**config.mk**
```make
export PLATFORM = sky130hd
export DESIGN_NAME = uart_msg_streamer
export DESIGN_NICKNAME = d
export VERILOG_FILES = /design/src/rtl/uart_msg_pkg.sv /design/src/rtl/axil_wr_beat.sv /design/src/rtl/uart_msg_streamer.sv
export SDC_FILE = /design/constraint.sdc
export NUM_CORES = 1
export LEC_CHECK = 0
export ABC_AREA = 1
export CAP_MARGIN = 5
export CORE_ASPECT_RATIO = 0.7
export CORE_UTILIZATION = 30
export CTS_CLUSTER_SIZE = 25
export DETAILED_ROUTE_END_ITERATION = 10
export SLEW_MARGIN = 20
export SYNTH_ARGS = -nofsm -noshare
export SYNTH_HDL_FRONTEND = slang
export SYNTH_HIERARCHICAL = 1
export SYNTH_SLANG_ARGS = --single-unit
```
**constraint.sdc**
```tcl
create_clock -name clk -period 1.9 [get_ports clk]
set_input_delay 0.285 -clock clk [delete_from_list [all_inputs] [get_ports clk]]
set_output_delay 0.285 -clock clk [all_outputs]
set_load 0.01 [all_outputs]
```
**src/rtl/uart_msg_pkg.sv**
```systemverilog
// Shared definitions for the UART message streamer: controller states and
// the register map of the AXI-Lite UART it talks to.
package uart_msg_pkg;

  typedef enum logic [3:0] {
    IDLE,
    FETCH,
    EVAL,
    POLL_AR,
    POLL_R,
    WRITE,
    RESP,
    GAP,
    DONE
  } state_t;

  localparam logic [3:0] TX_FIFO = 4'h4;
  localparam logic [3:0] STAT    = 4'h8;
  localparam int         TX_FULL = 3;

endpackage

```
**src/rtl/axil_wr_beat.sv**
```systemverilog
// Single-beat AXI-Lite write: AW and W are raised together, each drops on its
// own handshake, then B is accepted once both address and data have gone out.
module axil_wr_beat (
  input  logic       clk,
  input  logic       rst,
  input  logic       go,
  input  logic [3:0] addr,
  input  logic [7:0] data,
  output logic [3:0] awaddr,
  output logic       awvalid,
  input  logic       awready,
  output logic [7:0] wdata,
  output logic       wvalid,
  input  logic       wready,
  input  logic [1:0] bresp,
  input  logic       bvalid,
  output logic       bready,
  output logic       data_done,
  output logic       resp_done,
  output logic       resp_err
);

  logic [3:0] awaddr_q, awaddr_d;
  logic [7:0] wdata_q, wdata_d;
  logic       awvalid_q, awvalid_d;
  logic       wvalid_q, wvalid_d;
  logic       bready_q, bready_d;

  always_ff @(posedge clk or posedge rst) begin
    if (rst) begin
      awaddr_q  <= '0;
      wdata_q   <= '0;
      awvalid_q <= 1'b0;
      wvalid_q  <= 1'b0;
      bready_q  <= 1'b0;
    end else begin
      awaddr_q  <= awaddr_d;
      wdata_q   <= wdata_d;
      awvalid_q <= awvalid_d;
      wvalid_q  <= wvalid_d;
      bready_q  <= bready_d;
    end
  end

  // bready rises in the same edge that retires the last of AW/W.
  always_comb begin
    awaddr_d  = awaddr_q;
    wdata_d   = wdata_q;
    awvalid_d = awvalid_q;
    wvalid_d  = wvalid_q;
    bready_d  = bready_q;
    data_done = 1'b0;
    if (go) begin
      awaddr_d  = addr;
      wdata_d   = data;
      awvalid_d = 1'b1;
      wvalid_d  = 1'b1;
    end else begin
      if (awvalid_q && awready) awvalid_d = 1'b0;
      if (wvalid_q && wready)   wvalid_d  = 1'b0;
      if ((awvalid_q || wvalid_q) && !awvalid_d && !wvalid_d) begin
        bready_d  = 1'b1;
        data_done = 1'b1;
      end
      if (bready_q && bvalid) bready_d = 1'b0;
    end
  end

  assign awaddr    = awaddr_q;
  assign wdata     = wdata_q;
  assign awvalid   = awvalid_q;
  assign wvalid    = wvalid_q;
  assign bready    = bready_q;
  assign resp_done = bready_q && bvalid;
  assign resp_err  = bready_q && bvalid && (bresp != 2'b00);

endmodule

```
**src/rtl/uart_msg_streamer.sv**
```systemverilog
// Streams a terminated byte string from a synchronous message memory into an
// AXI-Lite UART, polling the TX-full status bit before every byte.
module uart_msg_streamer
  import uart_msg_pkg::*;
#(
  parameter int          ADDR_WIDTH = 7,
  parameter int          MAX_LEN    = 127,
  parameter int          GAP_CYCLES = 16,
  parameter logic [7:0]  TERM_BYTE  = 8'h00,
  parameter logic [7:0]  SKIP0      = 8'hE4,
  parameter logic [7:0]  SKIP1      = 8'hFF
) (
  input  logic                  clk,
  input  logic                  rst,
  input  logic                  start,
  input  logic [ADDR_WIDTH-1:0] msg_base,
  input  logic                  abort,
  output logic [ADDR_WIDTH-1:0] mem_addr,
  input  logic [7:0]            mem_data,
  output logic [3:0]            awaddr,
  output logic                  awvalid,
  input  logic                  awready,
  output logic [7:0]            wdata,
  output logic                  wvalid,
  input  logic                  wready,
  input  logic [1:0]            bresp,
  input  logic                  bvalid,
  output logic                  bready,
  output logic [3:0]            araddr,
  output logic                  arvalid,
  input  logic                  arready,
  input  logic [7:0]            rdata,
  input  logic [1:0]            rresp,
  input  logic                  rvalid,
  output logic                  rready,
  output logic                  busy,
  output logic                  done,
  output logic                  err,
  output logic [7:0]            sent_cnt
);

  localparam int GAP_LAST = (GAP_CYCLES > 0) ? GAP_CYCLES - 1 : 0;
  localparam int GW       = (GAP_LAST > 0) ? $clog2(GAP_LAST + 1) : 1;

  state_t                state_q, state_d;
  logic [ADDR_WIDTH-1:0] addr_q, addr_d;
  logic [7:0]            sent_cnt_q, sent_cnt_d;
  logic [7:0]            byte_q, byte_d;
  logic [GW-1:0]         gap_cnt_q, gap_cnt_d;
  logic                  err_q, err_d;
  logic                  abort_q, abort_d;
  logic                  wr_go, wr_data_done, wr_resp_done, wr_resp_err;
  logic                  unused_rdata;

  assign unused_rdata = ^{rdata[7:TX_FULL+1], rdata[TX_FULL-1:0]};

  always_ff @(posedge clk or posedge rst) begin
    if (rst) begin
      state_q    <= IDLE;
      addr_q     <= '0;
      sent_cnt_q <= '0;
      byte_q     <= '0;
      gap_cnt_q  <= '0;
      err_q      <= 1'b0;
      abort_q    <= 1'b0;
    end else begin
      state_q    <= state_d;
      addr_q     <= addr_d;
      sent_cnt_q <= sent_cnt_d;
      byte_q     <= byte_d;
      gap_cnt_q  <= gap_cnt_d;
      err_q      <= err_d;
      abort_q    <= abort_d;
    end
  end

  // Once an AR or AW/W has been handed out, abort is only remembered and acted
  // on when that transaction has fully finished, so the bus never sees a cut.
  always_comb begin
    state_d    = state_q;
    addr_d     = addr_q;
    sent_cnt_d = sent_cnt_q;
    byte_d     = byte_q;
    gap_cnt_d  = gap_cnt_q;
    err_d      = err_q;
    abort_d    = abort_q;
    wr_go      = 1'b0;
    arvalid    = 1'b0;
    araddr     = '0;
    rready     = 1'b0;
    case (state_q)
      IDLE: begin
        if (start && !abort) begin
          addr_d     = msg_base;
          sent_cnt_d = '0;
          err_d      = 1'b0;
          abort_d    = 1'b0;
          state_d    = FETCH;
        end
      end
      FETCH: state_d = abort ? DONE : EVAL;
      EVAL: begin
        byte_d = mem_data;
        if (abort || mem_data == TERM_BYTE || sent_cnt_q == 8'(MAX_LEN)) begin
          state_d = DONE;
        end else if (mem_data == SKIP0 || mem_data == SKIP1) begin
          addr_d  = addr_q + 1'b1;
          state_d = FETCH;
        end else begin
          state_d = POLL_AR;
        end
      end
      POLL_AR: begin
        arvalid = 1'b1;
        araddr  = STAT;
        if (arready) begin
          if (abort) abort_d = 1'b1;
          state_d = POLL_R;
        end else if (abort) begin
          state_d = DONE;
        end
      end
      POLL_R: begin
        rready = 1'b1;
        if (abort) abort_d = 1'b1;
        if (rvalid) begin
          if (rresp != 2'b00) err_d = 1'b1;
          if (abort_q || abort) begin
            state_d = DONE;
          end else if (rdata[TX_FULL] || rresp != 2'b00) begin
            state_d = POLL_AR;
          end else begin
            wr_go   = 1'b1;
            state_d = WRITE;
          end
        end
      end
      WRITE: begin
        if (abort) abort_d = 1'b1;
        if (wr_data_done) state_d = RESP;
      end
      RESP: begin
        if (abort) abort_d = 1'b1;
        if (wr_resp_done) begin
          if (wr_resp_err) err_d = 1'b1;
          addr_d     = addr_q + 1'b1;
          sent_cnt_d = sent_cnt_q + 1'b1;
          gap_cnt_d  = '0;
          if (abort_q || abort)  state_d = DONE;
          else if (GAP_CYCLES == 0) state_d = FETCH;
          else                   state_d = GAP;
        end
      end
      GAP: begin
        if (abort)                            state_d = DONE;
        else if (gap_cnt_q == GW'(GAP_LAST))  state_d = FETCH;
        else                                  gap_cnt_d = gap_cnt_q + 1'b1;
      end
      DONE: begin
        abort_d = 1'b0;
        state_d = IDLE;
      end
      default: state_d = IDLE;
    endcase
  end

  axil_wr_beat u_wr (
    .clk       (clk),
    .rst       (rst),
    .go        (wr_go),
    .addr      (TX_FIFO),
    .data      (byte_q),
    .awaddr    (awaddr),
    .awvalid   (awvalid),
    .awready   (awready),
    .wdata     (wdata),
    .wvalid    (wvalid),
    .wready    (wready),
    .bresp     (bresp),
    .bvalid    (bvalid),
    .bready    (bready),
    .data_done (wr_data_done),
    .resp_done (wr_resp_done),
    .resp_err  (wr_resp_err)
  );

  assign mem_addr = addr_q;
  assign busy     = (state_q != IDLE);
  assign done     = (state_q == DONE);
  assign err      = err_q;
  assign sent_cnt = sent_cnt_q;

endmodule

```
==> metrics <==
Root Driver=clkbuf_16; Critical Path RT=2.09 ns; CP max-delay cell=dfrtp_1; vias in the first global route=2626; fmax=559 MHz; register area share after synthesis=0.437; number of inserted diodes=0; Final period util=0.942; Die Area=0.00956 mm2; Multi-input gate area=about 0.0014 mm2; CP top delay family=simple AND/OR/NAND/NOR gates; FP Rows=28; pwr/cell area=around 1200 mW/mm2; fin. max-slew vios=0; Clock Sinks=between 40 and 50; Initial Utilization=0.317; Crit Path Max Fanout=5; global route overflow=0; Synth Instances=approximately 390; CTS H-tree depth=2; GPL Wtd Cong=~0.85; Distinct cells, synth=31; Crit path largest cell delay=~0.37 ns; I/O pin cnt=75; CTS tree=built; Vias=2768; Final Util=0.454; min cycle time layout=1.79 ns; DIE HEIGHT=between 80 and 90 um; status=completed; Design Area, Final=0.00395 mm2; Hold-fix buffers, CTS=0; crit path buf inv count=3; maxcap violations=0; Avg Inst Size Synth=6.98 um2; Die X=116 um; Synth Cell Area=0.00275 mm2; gr usage total=0.170; Core Area=0.00869 mm2; class of the worst hold path=in -> async; Worst Tran Pin Value=0.587 ns; Synth warnings=6; Port Buf Inserts=64; Setup-failing EPs final=0; initial antenna violation count=0; Critical Path AT=1.98 ns; Vias/cell=4.53; global-route wire length before repair=between 10000 and 15000 um; leak pwr=2.03 nW; synth-to-layout area growth=43.5%; Nets=529; CP Capture Type=flop; Filler cells=881; Worst setup SP type=flop; clk_skew=between 0.006 and 0.007 ns; Clk pin slew, worst setup/hold paths=roughly 0.070 ns; routed len/inst=12.3 um; worst skew pair latency=around 0.3 ns; Residual DRC=0; worst vdd ir=0.401 mV; CP Cell Sequence=inv_2, nor2_4, nand2_4, nor2_4, nand3_2, nor2_4, a21oi_1, nand2_1, inv_1, or2_1, nand3_2, inv_2, nand2_1, nand2_1; Final Hold Viols=0; drt pass-1 iters=4; post-place instance area=about 0.0037 mm2; normalized max-slew margin=0.608; Reg area=0.00120 mm2; crit path kind=reg -> reg; Antenna Nets Post-Route=0; clk buf depth=2; proportion of layout cells with a drive suffix above 1=0.143; number of synthesized register bits=48; total routed wirelength=7490 um; DP Wirelength=5800 um; largest net degree at the start of global routing=34; DRT iter0 DRCs=149; number of buffers created by CTS=5
per-stage QoR:
stage          std cells  setup WS (ns)  setup TNS, ns  hold slack, ns  total power, mW
2_1_floorplan        399        0.00969              0           0.186             2.65
3_3_place_gp         599         -0.199         -0.822           0.455             3.50
4_1_cts              608        0.00209              0           0.404             4.60
6_report             611          0.110              0           0.381             4.62
5_1_grt              611        -0.0228        -0.0336           0.460             4.97
3_5_place_dp         599         -0.249          -1.55           0.461             3.54
per-layer routing:
| metal | vias to the layer above | global-route usage | routed length (um) |
|---|---|---|---|
| li1 | 1418 | - | - |
| met1 | 1267 | 0.237 | 3730 |
| met2 | 67 | 0.247 | 3190 |
| met3 | 16 | 0.0365 | 377 |
| met4 | 0 | 0.0821 | 197 |
| met5 | - | 0 | 0 |
cells in the final DEF, fill, tap and decap left out, types with 2 or more instances in the layout:
cell / Yosys / layout
clkdlybuf4s50_1: 0 / 59
or2_2: 2 / 2
clkbuf_16: 0 / 5
nand2_1: 153 / 152
inv_2: 5 / 6
inv_1: 44 / 43
dfrtp_1: 48 / 47
a21oi_1: 10 / 10
dlygate4sd2_1: 0 / 5
nor3_1: 5 / 5
ha_1: 3 / 3
conb_1: 2 / 7
nor2_2: 2 / 4
buf_4: 5 / 27
nand3_2: 2 / 3
nand2_2: 8 / 8
o21ai_0: 21 / 21
nand3_1: 23 / 22
nand4_1: 8 / 8
a31oi_1: 2 / 2
nor2_4: 2 / 7
nor2_1: 37 / 30
area by class of cell:
cell class	count	share of cell area
Sequential cell	48	0.305
Tap cell	120	0.0380
Timing Repair Buffer	92	0.217
Multi-Input combinational cell	294	0.350
Clock inverter	3	0.0117
Inverter	49	0.0466
Clock buffer	5	0.0317
cell families after synthesis:
| kind of cell | synth area share |
|---|---|
| simple gates | 0.385 |
| buf+inv | 0.0878 |
| flops | 0.437 |
| compound gates | 0.0714 |
| fa+ha+maj | 0.0136 |
| other cells | 0.00273 |
| xor+xnor | 0.00318 |
registers in the layout, indices dropped and copies added, names as in the netlist, 4 cells and up:
| signal | flops |
|---|---|
| sent_cnt | 8 |
| u_wr/wdata | 8 |
| gap_cnt_q | 4 |
| state_q | 4 |
| byte_q | 8 |
| u_wr/awaddr | 4 |
| mem_addr | 7 |
worst paths after layout:
| path | startpoint | end | slack [ns] | cells past startpoint |
|---|---|---|---|---|
| setup / recovery | state_q[2]$_DFFE_PP0P_ | state_q[1]$_DFFE_PP0P_ | 0.11 | 14 |
| hold / removal | rst | u_wr/wvalid$_DFF_PP0_ | 0.38 | 2 |
| setup reg to reg | state_q[2]$_DFFE_PP0P_ | state_q[1]$_DFFE_PP0P_ | 0.11 | 14 |
| hold reg to reg | u_wr/awaddr[3]$_DFFE_PP0P_ | u_wr/awaddr[3]$_DFFE_PP0P_ | 0.48 | 2 |
| max in group asynchronous | rst | u_wr/wdata[5]$_DFFE_PP0P_ | 1.14 | 2 |
| min in group clk | u_wr/awaddr[3]$_DFFE_PP0P_ | u_wr/awaddr[3]$_DFFE_PP0P_ | 0.48 | 2 |
timing repair:
action,in CTS,in global routing
gates resized for setup,9,6
setup endpoints to repair,8,14
setup buffers,1,3
pin swaps,0,6
report_power, final:
group	total, mW	leakage (nW)	switching [mW]	internal [mW]
registers	1.53	0.627	0.242	1.29
clock network	1.04	0.0804	0.415	0.626
logic	2.05	1.32	1.11	0.938
cells in the mapped netlist:
cell / instances / area (um2)
nand2_1: 153 / 574
dfrtp_1: 48 / 1200
inv_1: 44 / 165
nor2_1: 37 / 139
nand3_1: 23 / 115
o21ai_0: 21 / 105
a21oi_1: 10 / 50.1
nand2_2: 8 / 50.1
nand4_1: 8 / 50.1
buf_4: 5 / 37.5
inv_2: 5 / 18.8
nor3_1: 5 / 25.0
ha_1: 3 / 37.5
a31oi_1: 2 / 12.5
conb_1: 2 / 7.51
nand3_2: 2 / 20.0
nor2_2: 2 / 12.5
nor2_4: 2 / 22.5
or2_2: 2 / 12.5
buf_2: 1 / 5.00
buf_6: 1 / 11.3
clkbuf_1: 1 / 3.75
nand3_4: 1 / 17.5
nand3b_1: 1 / 7.51
nor4_1: 1 / 6.26
o21ai_1: 1 / 5.00
o21ai_2: 1 / 8.76
o21bai_1: 1 / 7.51
o31ai_1: 1 / 7.51
or2_1: 1 / 6.26
xor2_1: 1 / 8.76
No activity file was read; power rests on OpenSTA's default activity.
